$ cat src/rtl/decl_pkg.sv
// Shared definitions for the declaration emitter and the intcheck recognizer:
// FSM state encoding, buffer entry layout and the fixed ASCII characters of the stream.
package decl_pkg;

    typedef enum logic [2:0] {
        IDLE,
        KW0,
        KW1,
        KW2,
        SP,
        ID,
        COMMA,
        SEMI
    } state_e;

    // One buffered identifier character plus its end-of-identifier flag.
    typedef struct packed {
        logic       last;
        logic [7:0] ch;
    } entry_t;

    localparam logic [7:0] CH_I     = 8'h69;
    localparam logic [7:0] CH_N     = 8'h6E;
    localparam logic [7:0] CH_T     = 8'h74;
    localparam logic [7:0] CH_SP    = 8'h20;
    localparam logic [7:0] CH_COMMA = 8'h2C;
    localparam logic [7:0] CH_SEMI  = 8'h3B;

endpackage

$ cat src/rtl/int_decl_emitter_if.sv
// Load port and character stream of the declaration emitter.
// The master modport is the emitter itself; the slave side loads identifiers and consumes the stream.
interface int_decl_emitter_if;

    logic       wr_en;
    logic [7:0] wr_char;
    logic       wr_end;
    logic       wr_full;
    logic       go;
    logic       busy;
    logic [7:0] out;
    logic       out_valid;
    logic       out_ready;
    logic       done;
    logic       err;

    modport master (
        input  wr_en, wr_char, wr_end, go, out_ready,
        output wr_full, busy, out, out_valid, done, err
    );

    modport slave (
        output wr_en, wr_char, wr_end, go, out_ready,
        input  wr_full, busy, out, out_valid, done, err
    );

endinterface

$ cat src/rtl/decl_char_fifo.sv
// Single-clock FIFO holding {end, char} identifier entries; head is the oldest entry.
// DEPTH must be a power of two so the pointers wrap naturally.
module decl_char_fifo
    import decl_pkg::*;
#(
    parameter int DEPTH = 16,
    parameter int AW    = 4
) (
    input  logic        clk,
    input  logic        reset,
    input  logic        push_i,
    input  entry_t      push_data_i,
    input  logic        pop_i,
    output entry_t      head_o,
    output logic [AW:0] count_o,
    output logic        full_o
);

    entry_t          mem_q [DEPTH];
    logic [AW-1:0]   wr_ptr_q;
    logic [AW-1:0]   rd_ptr_q;
    logic [AW:0]     count_q;
    logic [AW:0]     count_d;
    logic            do_push;
    logic            do_pop;

    assign full_o  = (count_q == (AW+1)'(DEPTH));
    assign do_push = push_i & ~full_o;
    assign do_pop  = pop_i & (count_q != '0);
    assign head_o  = mem_q[rd_ptr_q];
    assign count_o = count_q;

    always_comb begin
        count_d = count_q;
        case ({do_push, do_pop})
            2'b10:   count_d = count_q + 1'b1;
            2'b01:   count_d = count_q - 1'b1;
            default: count_d = count_q;
        endcase
    end

    always_ff @(posedge clk or negedge reset) begin
        if (!reset) begin
            wr_ptr_q <= '0;
            rd_ptr_q <= '0;
            count_q  <= '0;
        end else begin
            if (do_push) wr_ptr_q <= wr_ptr_q + 1'b1;
            if (do_pop)  rd_ptr_q <= rd_ptr_q + 1'b1;
            count_q <= count_d;
        end
    end

    // Storage needs no reset: the count alone decides which entries are meaningful.
    always_ff @(posedge clk) begin
        if (do_push) mem_q[wr_ptr_q] <= push_data_i;
    end

endmodule

$ cat src/rtl/int_decl_emitter.sv
// Serializes the buffered identifiers as "int id0,id1,...;" one ASCII char per transfer.
// The FSM output mux selects keyword/punctuation constants or the FIFO head.
module int_decl_emitter
    import decl_pkg::*;
#(
    parameter int BUF_DEPTH = 16,
    parameter int PTR_W     = 4
) (
    input  logic                clk,
    input  logic                reset,
    int_decl_emitter_if.master  bus
);

    state_e         state_q;
    state_e         state_d;
    logic           done_q;
    logic           done_d;
    logic           err_q;
    logic           err_d;
    logic [7:0]     ch;
    logic           pop;
    logic           idle;
    logic           xfer;
    logic           push_ok;
    logic           fifo_full;
    logic [PTR_W:0] count;
    entry_t         head;

    assign idle = (state_q == IDLE);
    assign xfer = ~idle & bus.out_ready;
    // A push coinciding with go is dropped so the emitted list matches the buffer at go.
    assign push_ok = bus.wr_en & idle & ~bus.go;

    decl_char_fifo #(
        .DEPTH (BUF_DEPTH),
        .AW    (PTR_W)
    ) u_fifo (
        .clk         (clk),
        .reset       (reset),
        .push_i      (push_ok),
        .push_data_i ('{last: bus.wr_end, ch: bus.wr_char}),
        .pop_i       (pop),
        .head_o      (head),
        .count_o     (count),
        .full_o      (fifo_full)
    );

    always_comb begin
        state_d = state_q;
        ch      = 8'h00;
        pop     = 1'b0;
        done_d  = 1'b0;
        err_d   = 1'b0;
        case (state_q)
            IDLE: begin
                if (bus.go) begin
                    if (count != '0) state_d = KW0;
                    else             err_d   = 1'b1;
                end
            end
            KW0: begin
                ch = CH_I;
                if (xfer) state_d = KW1;
            end
            KW1: begin
                ch = CH_N;
                if (xfer) state_d = KW2;
            end
            KW2: begin
                ch = CH_T;
                if (xfer) state_d = SP;
            end
            SP: begin
                ch = CH_SP;
                if (xfer) state_d = ID;
            end
            ID: begin
                // The last buffered char closes the list even without its end flag.
                ch = head.ch;
                if (xfer) begin
                    pop = 1'b1;
                    if (count == (PTR_W+1)'(1)) state_d = SEMI;
                    else if (head.last)         state_d = COMMA;
                    else                        state_d = ID;
                end
            end
            COMMA: begin
                ch = CH_COMMA;
                if (xfer) state_d = ID;
            end
            SEMI: begin
                ch = CH_SEMI;
                if (xfer) begin
                    state_d = IDLE;
                    done_d  = 1'b1;
                end
            end
            default: state_d = IDLE;
        endcase
    end

    always_ff @(posedge clk or negedge reset) begin
        if (!reset) begin
            state_q <= IDLE;
            done_q  <= 1'b0;
            err_q   <= 1'b0;
        end else begin
            state_q <= state_d;
            done_q  <= done_d;
            err_q   <= err_d;
        end
    end

    assign bus.out       = ch;
    assign bus.out_valid = ~idle;
    assign bus.busy      = ~idle;
    assign bus.done      = done_q;
    assign bus.err       = err_q;
    assign bus.wr_full   = ~idle | fifo_full;

endmodule

$ cat src/flat_wrapper.sv
// flat-port wrapper written by rule: the top's interface ports become plain ports
module int_decl_emitter_flat import decl_pkg::*;
#(
    parameter int BUF_DEPTH = 16,
    parameter int PTR_W     = 4
)
  (clk, reset, bus_wr_en, bus_wr_char, bus_wr_end, bus_go, bus_out_ready, bus_wr_full, bus_busy, bus_out, bus_out_valid, bus_done, bus_err);
  int_decl_emitter_if bus_i ();
  input  logic clk;
  input  logic reset;
  input wire logic [$bits(bus_i.wr_en)-1:0] bus_wr_en;
  input wire logic [$bits(bus_i.wr_char)-1:0] bus_wr_char;
  input wire logic [$bits(bus_i.wr_end)-1:0] bus_wr_end;
  input wire logic [$bits(bus_i.go)-1:0] bus_go;
  input wire logic [$bits(bus_i.out_ready)-1:0] bus_out_ready;
  output wire logic [$bits(bus_i.wr_full)-1:0] bus_wr_full;
  output wire logic [$bits(bus_i.busy)-1:0] bus_busy;
  output wire logic [$bits(bus_i.out)-1:0] bus_out;
  output wire logic [$bits(bus_i.out_valid)-1:0] bus_out_valid;
  output wire logic [$bits(bus_i.done)-1:0] bus_done;
  output wire logic [$bits(bus_i.err)-1:0] bus_err;
  assign bus_i.wr_en = bus_wr_en;
  assign bus_i.wr_char = bus_wr_char;
  assign bus_i.wr_end = bus_wr_end;
  assign bus_i.go = bus_go;
  assign bus_i.out_ready = bus_out_ready;
  assign bus_wr_full = bus_i.wr_full;
  assign bus_busy = bus_i.busy;
  assign bus_out = bus_i.out;
  assign bus_out_valid = bus_i.out_valid;
  assign bus_done = bus_i.done;
  assign bus_err = bus_i.err;
  int_decl_emitter #(.BUF_DEPTH(BUF_DEPTH), .PTR_W(PTR_W)) u_core (.clk(clk), .reset(reset), .bus(bus_i));
endmodule
$ cat config.mk
export PLATFORM = sky130hd
export DESIGN_NAME = int_decl_emitter_flat
export DESIGN_NICKNAME = d
export VERILOG_FILES = /design/src/rtl/decl_pkg.sv /design/src/rtl/int_decl_emitter_if.sv /design/src/rtl/decl_char_fifo.sv /design/src/rtl/int_decl_emitter.sv /design/src/flat_wrapper.sv
export SDC_FILE = /design/constraint.sdc
export NUM_CORES = 1
export LEC_CHECK = 0
export ABC_CLOCK_PERIOD_IN_PS = 4760
export CORE_MARGIN = 2
export CORE_UTILIZATION = 65
export DETAILED_ROUTE_END_ITERATION = 7
export PLACE_DENSITY_LB_ADDON = 0.08
export SYNTH_ARGS = -nofsm -noshare
export SYNTH_HDL_FRONTEND = slang
export SYNTH_SLANG_ARGS = --single-unit
$ cat constraint.sdc
create_clock -name clk -period 4.76 [get_ports clk]
set_input_delay 1.428 -clock clk [delete_from_list [all_inputs] [get_ports clk]]
set_output_delay 1.428 -clock clk [all_outputs]
set_load 0.1 [all_outputs]
**Word level (Yosys, flattened, before mapping)**

Memories as Yosys holds them, arrays and structs flattened.
Index checks and enable logic that the tools add are counted.

- Add/subtract/negate cells: 4
- Multiply operators: 0
- Div/mod/pow operators: 0
- Magnitude comparators: 0
- Eq/ne operators: 19
- Shift-type cells: 0
- Multiplexer cells: 21
- Bitwise operators: 9
- Reduce and logical (&&, ||, !) cells: 5

Operators with widths:

| cell | number |
|---|---|
| 8-bit case mux with 7 select lines | 1 |
| 3-bit two-way mux | 9 |
| 3-bit case mux with 7 select lines | 1 |
| 3-bit == test, second input constant | 4 |
| 2-bit by 1-bit != test with 1-bit output, second input constant | 6 |
| 5-bit case mux with 2 select lines | 1 |
| 4-bit by 1-bit adder with 4-bit output, second input constant | 2 |
| 1-bit two-way mux | 8 |
| 8-bit AND reduction | 1 |
| 3-bit by 2-bit == test with 1-bit output, second input constant | 2 |
| 5-bit by 1-bit adder with 5-bit output, second input constant | 1 |
| 1-bit AND | 5 |
| 5-bit by 1-bit == test with 1-bit output, second input constant | 1 |
| 5-bit == test, second input constant | 1 |
| 5-bit nonzero test | 1 |
| 5-bit by 1-bit subtractor with 5-bit output, second input constant | 1 |
| 2-bit != test, second input constant | 2 |
| 3-bit by 1-bit == test with 1-bit output, second input constant | 1 |
| 3-bit zero test | 1 |
| 1-bit NOT | 3 |
| 2-bit by 1-bit == test with 1-bit output, second input constant | 1 |
| 2-bit == test, second input constant | 1 |
| 2-bit two-way mux | 1 |
| 2-bit nonzero test | 1 |
| 2 further kinds | 2 |

- Bits in registers: 18
- Latch bits: 0
- RAM bits: 144
- Memory bits (read-only): 0
- Input bits: 14
- Output and inout port bits: 13
- Logic and storage cells: 65
- Memories kept: 1

Memories:

| name | depth | width | read ports | clocked after Yosys merged registers in | write ports | line | source |
|---|---|---|---|---|---|---|---|
| u_core.u_fifo.mem_q | 16 | 9 | 1 | 0 | 1 | decl_char_fifo.sv:19 | `entry_t mem_q [DEPTH];` |

**Logic depth before layout (Yosys ltp)**

- Depth in word-level cells: 8
- Depth in mapped cells: 9
- Mapped depth without buffers: 8

**Modules after synthesis**

From an unflattened synthesis, not the netlist that was laid out.

- Cell total of the unflattened synthesis: 397
- Area total of the unflattened synthesis: 6837.8 sq um

Modules (own cells, without submodules):

| module | times used | cells an instance | area an instance (sq um) | sequential area each (sq um) |
|---|---|---|---|---|
| decl_char_fifo | 1 | 345 | 6433.7 | 4649.5 |
| int_decl_emitter | 1 | 52 | 404.1 | 125.1 |

**Least setup slack after synthesis**

No wires, ideal clock.

- Kind: register -> output
- Start point: reg u_core.u_fifo.rd_ptr_q[0]
- End point: out bus_out[4]
- Data arrival time: 2913 ps
- Data required time: 3332 ps
- Path slack: 419 ps
- Cell stages (with the launch flop): 8
- Buffers on the path: 3
- Cells stage by stage: dfrtp_1 buf_6 buf_6 buf_4 mux4_2 nand3_1 and3_1 o22ai_1

- Cells in the longest elaborated chain, start to end: 2

RTL lines:

| element | line | source |
|---|---|---|
| from (decl) | decl_char_fifo.sv:21 | `logic [AW-1:0] rd_ptr_q;` |
| from (signal assigned) | decl_char_fifo.sv:49 | `if (do_pop) rd_ptr_q <= rd_ptr_q + 1'b1;` |
| memory read 16 x 9 bit | -- |  |
| 8-bit case mux with 7 select lines | int_decl_emitter.sv:54 | `case (state_q)` |
| to (decl) | flat_wrapper.sv:18 | `output wire logic [$bits(bus_i.out)-1:0] bus_out;` |

No other way between the ends.

**Final worst setup path**

- Start point: reg u_core.u_fifo.rd_ptr_q[0]
- End point: out bus_out[1]

The elaborated chain is that of the path after synthesis.

==> reports/qor.yml <==
crit_top_cell: "mux4_2"
max_freq_mhz: 234.2
ys_ff_latch: 162
ios: 27
finalHoldViolCount: 0
netlist_area_sq_mm: 0.006620
synthFlopType: "edfxtp_1"
swShare_pct: 35.71
crit_type: "flop to output port"
critical_path.max_fanout: 39
fp.dieW_microns: 104.9
grt_overflow_total: 0
firstDrtPassIters: 5
cts-buffers-inserted: 17
rows: 36
setup_viol: 0
fin_crit_sh_pct: 89.69
layout_common_cells: "edfxtp_1, mux4_2, nor2_1"
fin_nets: 404
synthTopCellsByArea: "edfxtp_1, mux4_2, dfrtp_1"
leakagePower_uw: 0.002531
die_area_sq_mm: 0.01101
clockPowerShare_pct: 28.3
rsz0062_at_grt: "false"
io_buffers: 26
dp_slack_ps: 814.3
clock_sinks: 162
cts-resized-gates: 0
first_global_vias: 3325
crit_arrival_ps: 2840
crit_family: "multiplexers"
vias: 3423
timing.hold.ws_ps: 548.9
gr-usage-all-layers_pct: 26.43
seq_power_share_pct: 37.3
start_kind: "flop"
core_sq_mm: 0.009819
power.switching_uw: 1670
avgSynthCellArea_sq_um: 19.08
routed_wl_microns: 13270
path_cells: "buf_12 -> mux4_2 -> mux4_2 -> o21ai_0 -> o22ai_1 -> buf_4"
max_stage_delay_ps: 580
synth_cell_type_count: 41
slowest_stage: "mux4_2"
syn_nets: 371
htreeDepth: 4
postCtsSetupBuffers: 0
wire_per_inst_microns: 25.24
first_iter_violations: 375
gp_congestion: 0.8933
postRouteAntennaNets: 0
synth_top_area_cell: "edfxtp_1"
postSynthCellCount: 347
status: "finished, final reports clean"
ys_seq_area_share_pct: 72.12
fin_crit_ps: 4269
tns_ps: 0
cts_root_buf: "clkbuf_8"
initial_utilization_pct: 67.42
grt_pass1_wl_microns: 20070
slew_headroom_pct: 34.24
cp_num_buf_inv: 2
worst_pin_slew_ps: 982.8
dp_hpwl_microns: 8330
die_h_microns: 104.9
vias_per_cell: 6.508
worstPathRequired_ps: 3330
vdd_drop_max_v: 0.0006900
hp-class: "flop to flop"
intPower_uw: 3007
synth_edf_count: 144
drive_gt1_share_pct: 22.90
combPwrFrac_pct: 34.5
async_flop_share_pct: 11.11
synth_warnings: 0
clk_pin_slew_worst_paths_ps: 60
insertion_delay_ps: 540
worstSetupEndpointType: "output port"
cap_violations: 0
finalClockSkew_ps: 8.456
area.growth.synth_to_final_pct: 14.40
power.density_mw_per_mm2: 617.5
fin_cells: 526
postCtsHoldBufs: 0
clk_path_buf_depth: 2
diodes: 0
drcViolationCount: 0
cts_tree: "yes"
antenna_found_initial: 0
fin_ws_ps: 490.9
grt_start_max_net_pins: 40
layout_commonest_cell: "edfxtp_1"
synth_top_area_share_pct: 65.32
drv_slew: 0
placed_cells: 494
## cell type report
class,instances,area (sq um)
sequential,162,4776
fill,568,2246
multi-input combinational,158,1717
clock buffer,17,414.1
timing repair buffer,33,305.3
tap,133,166.4
clock inverter,15,165.2
inverter,8,30.03
## cells in the mapped netlist (3+ instances only)
cell type and number:
a22oi_1 4, ha_1 10, inv_1 8, a21oi_1 7, buf_2 4, xor2_1 5, mux4_2 42, buf_1 4
dfrtp_1 18, nand2b_1 3, nor3_1 5, xnor2_1 8, o21ai_0 4, nand2_1 13, nor2b_1 3, nor2_1 19
nand3_1 10, edfxtp_1 144, clkbuf_1 7
## stage by stage
stage | utilization (%) | area [sq um] | power [uW]
4_1_cts | 77.13 | 7574 | 4694
3_3_place_gp | 71.23 | 6994 | 3361
2_1_floorplan | - | 6620 | 3028
3_5_place_dp | 71.23 | 6994 | 3369
6_report | 77.13 | 7574 | 4677
5_1_grt | 77.13 | 7574 | 4850
## cell families (layout without fill, tap and decap cells)
family	Yosys count	after routing	synth area share (%)
AOI/OAI and AO/OA	25	25	2.684
xor gates and xnor gates	13	13	1.720
adders and majority gates	10	10	1.890
buffers and inverters	27	73	1.947
DFF	162	162	72.12
muxes	44	44	14.61
and+or+nand+nor	66	66	5.028
## path summary, 6_finish.rpt
path / startpoint / end / slack, ps / depth (start not counted)
setup / recovery: u_core.u_fifo.rd_ptr_q[0]$_DFFE_PN0P_ / bus_out[1] / 490 / 6
hold / removal: u_core.u_fifo.count_o[3]$_DFFE_PN0P_ / u_core.u_fifo.count_o[3]$_DFFE_PN0P_ / 550 / 1
setup reg to reg: u_core.state_q[2]$_DFFE_PN0P_ / u_core.u_fifo.mem_q[8][8]$_DFFE_PP_ / 1820 / 4
hold reg to reg: u_core.u_fifo.count_o[3]$_DFFE_PN0P_ / u_core.u_fifo.count_o[3]$_DFFE_PN0P_ / 550 / 1
max in group asynchronous: reset / u_core.u_fifo.rd_ptr_q[0]$_DFFE_PN0P_ / 2790 / 1
min in group asynchronous: reset / u_core.u_fifo.count_o[3]$_DFFE_PN0P_ / 1390 / 1
## power groups by stage
stage               sequential, uW  combinational (uW)  clock [uW]
floorplan                     1710                1310           0
global placement              1760                1600           0
CTS                           1740                1610        1340
detailed placement            1770                1600           0
finish                        1740                1610        1320
global route                  1750                1700        1400
## metal layers
layer / global-route usage (%) / routed length [microns]
met5: 0 / 0
met4: 7.810 / 214
met3: 9.357 / 1183
met2: 40.86 / 6579
met1: 36.27 / 5296
## flip-flops by register name, summed over array words and instances (netlist names)
| signal | flops |
|---|---|
| u_core.u_fifo.mem_q | 144 |
| u_core.u_fifo.count_o | 5 |
| u_core.u_fifo.rd_ptr_q | 4 |
| u_core.u_fifo.wr_ptr_q | 4 |
| u_core.state_q | 3 |
| u_core.bus.done | 1 |
| u_core.bus.err | 1 |
No activity file was read; power rests on OpenSTA's default activity.
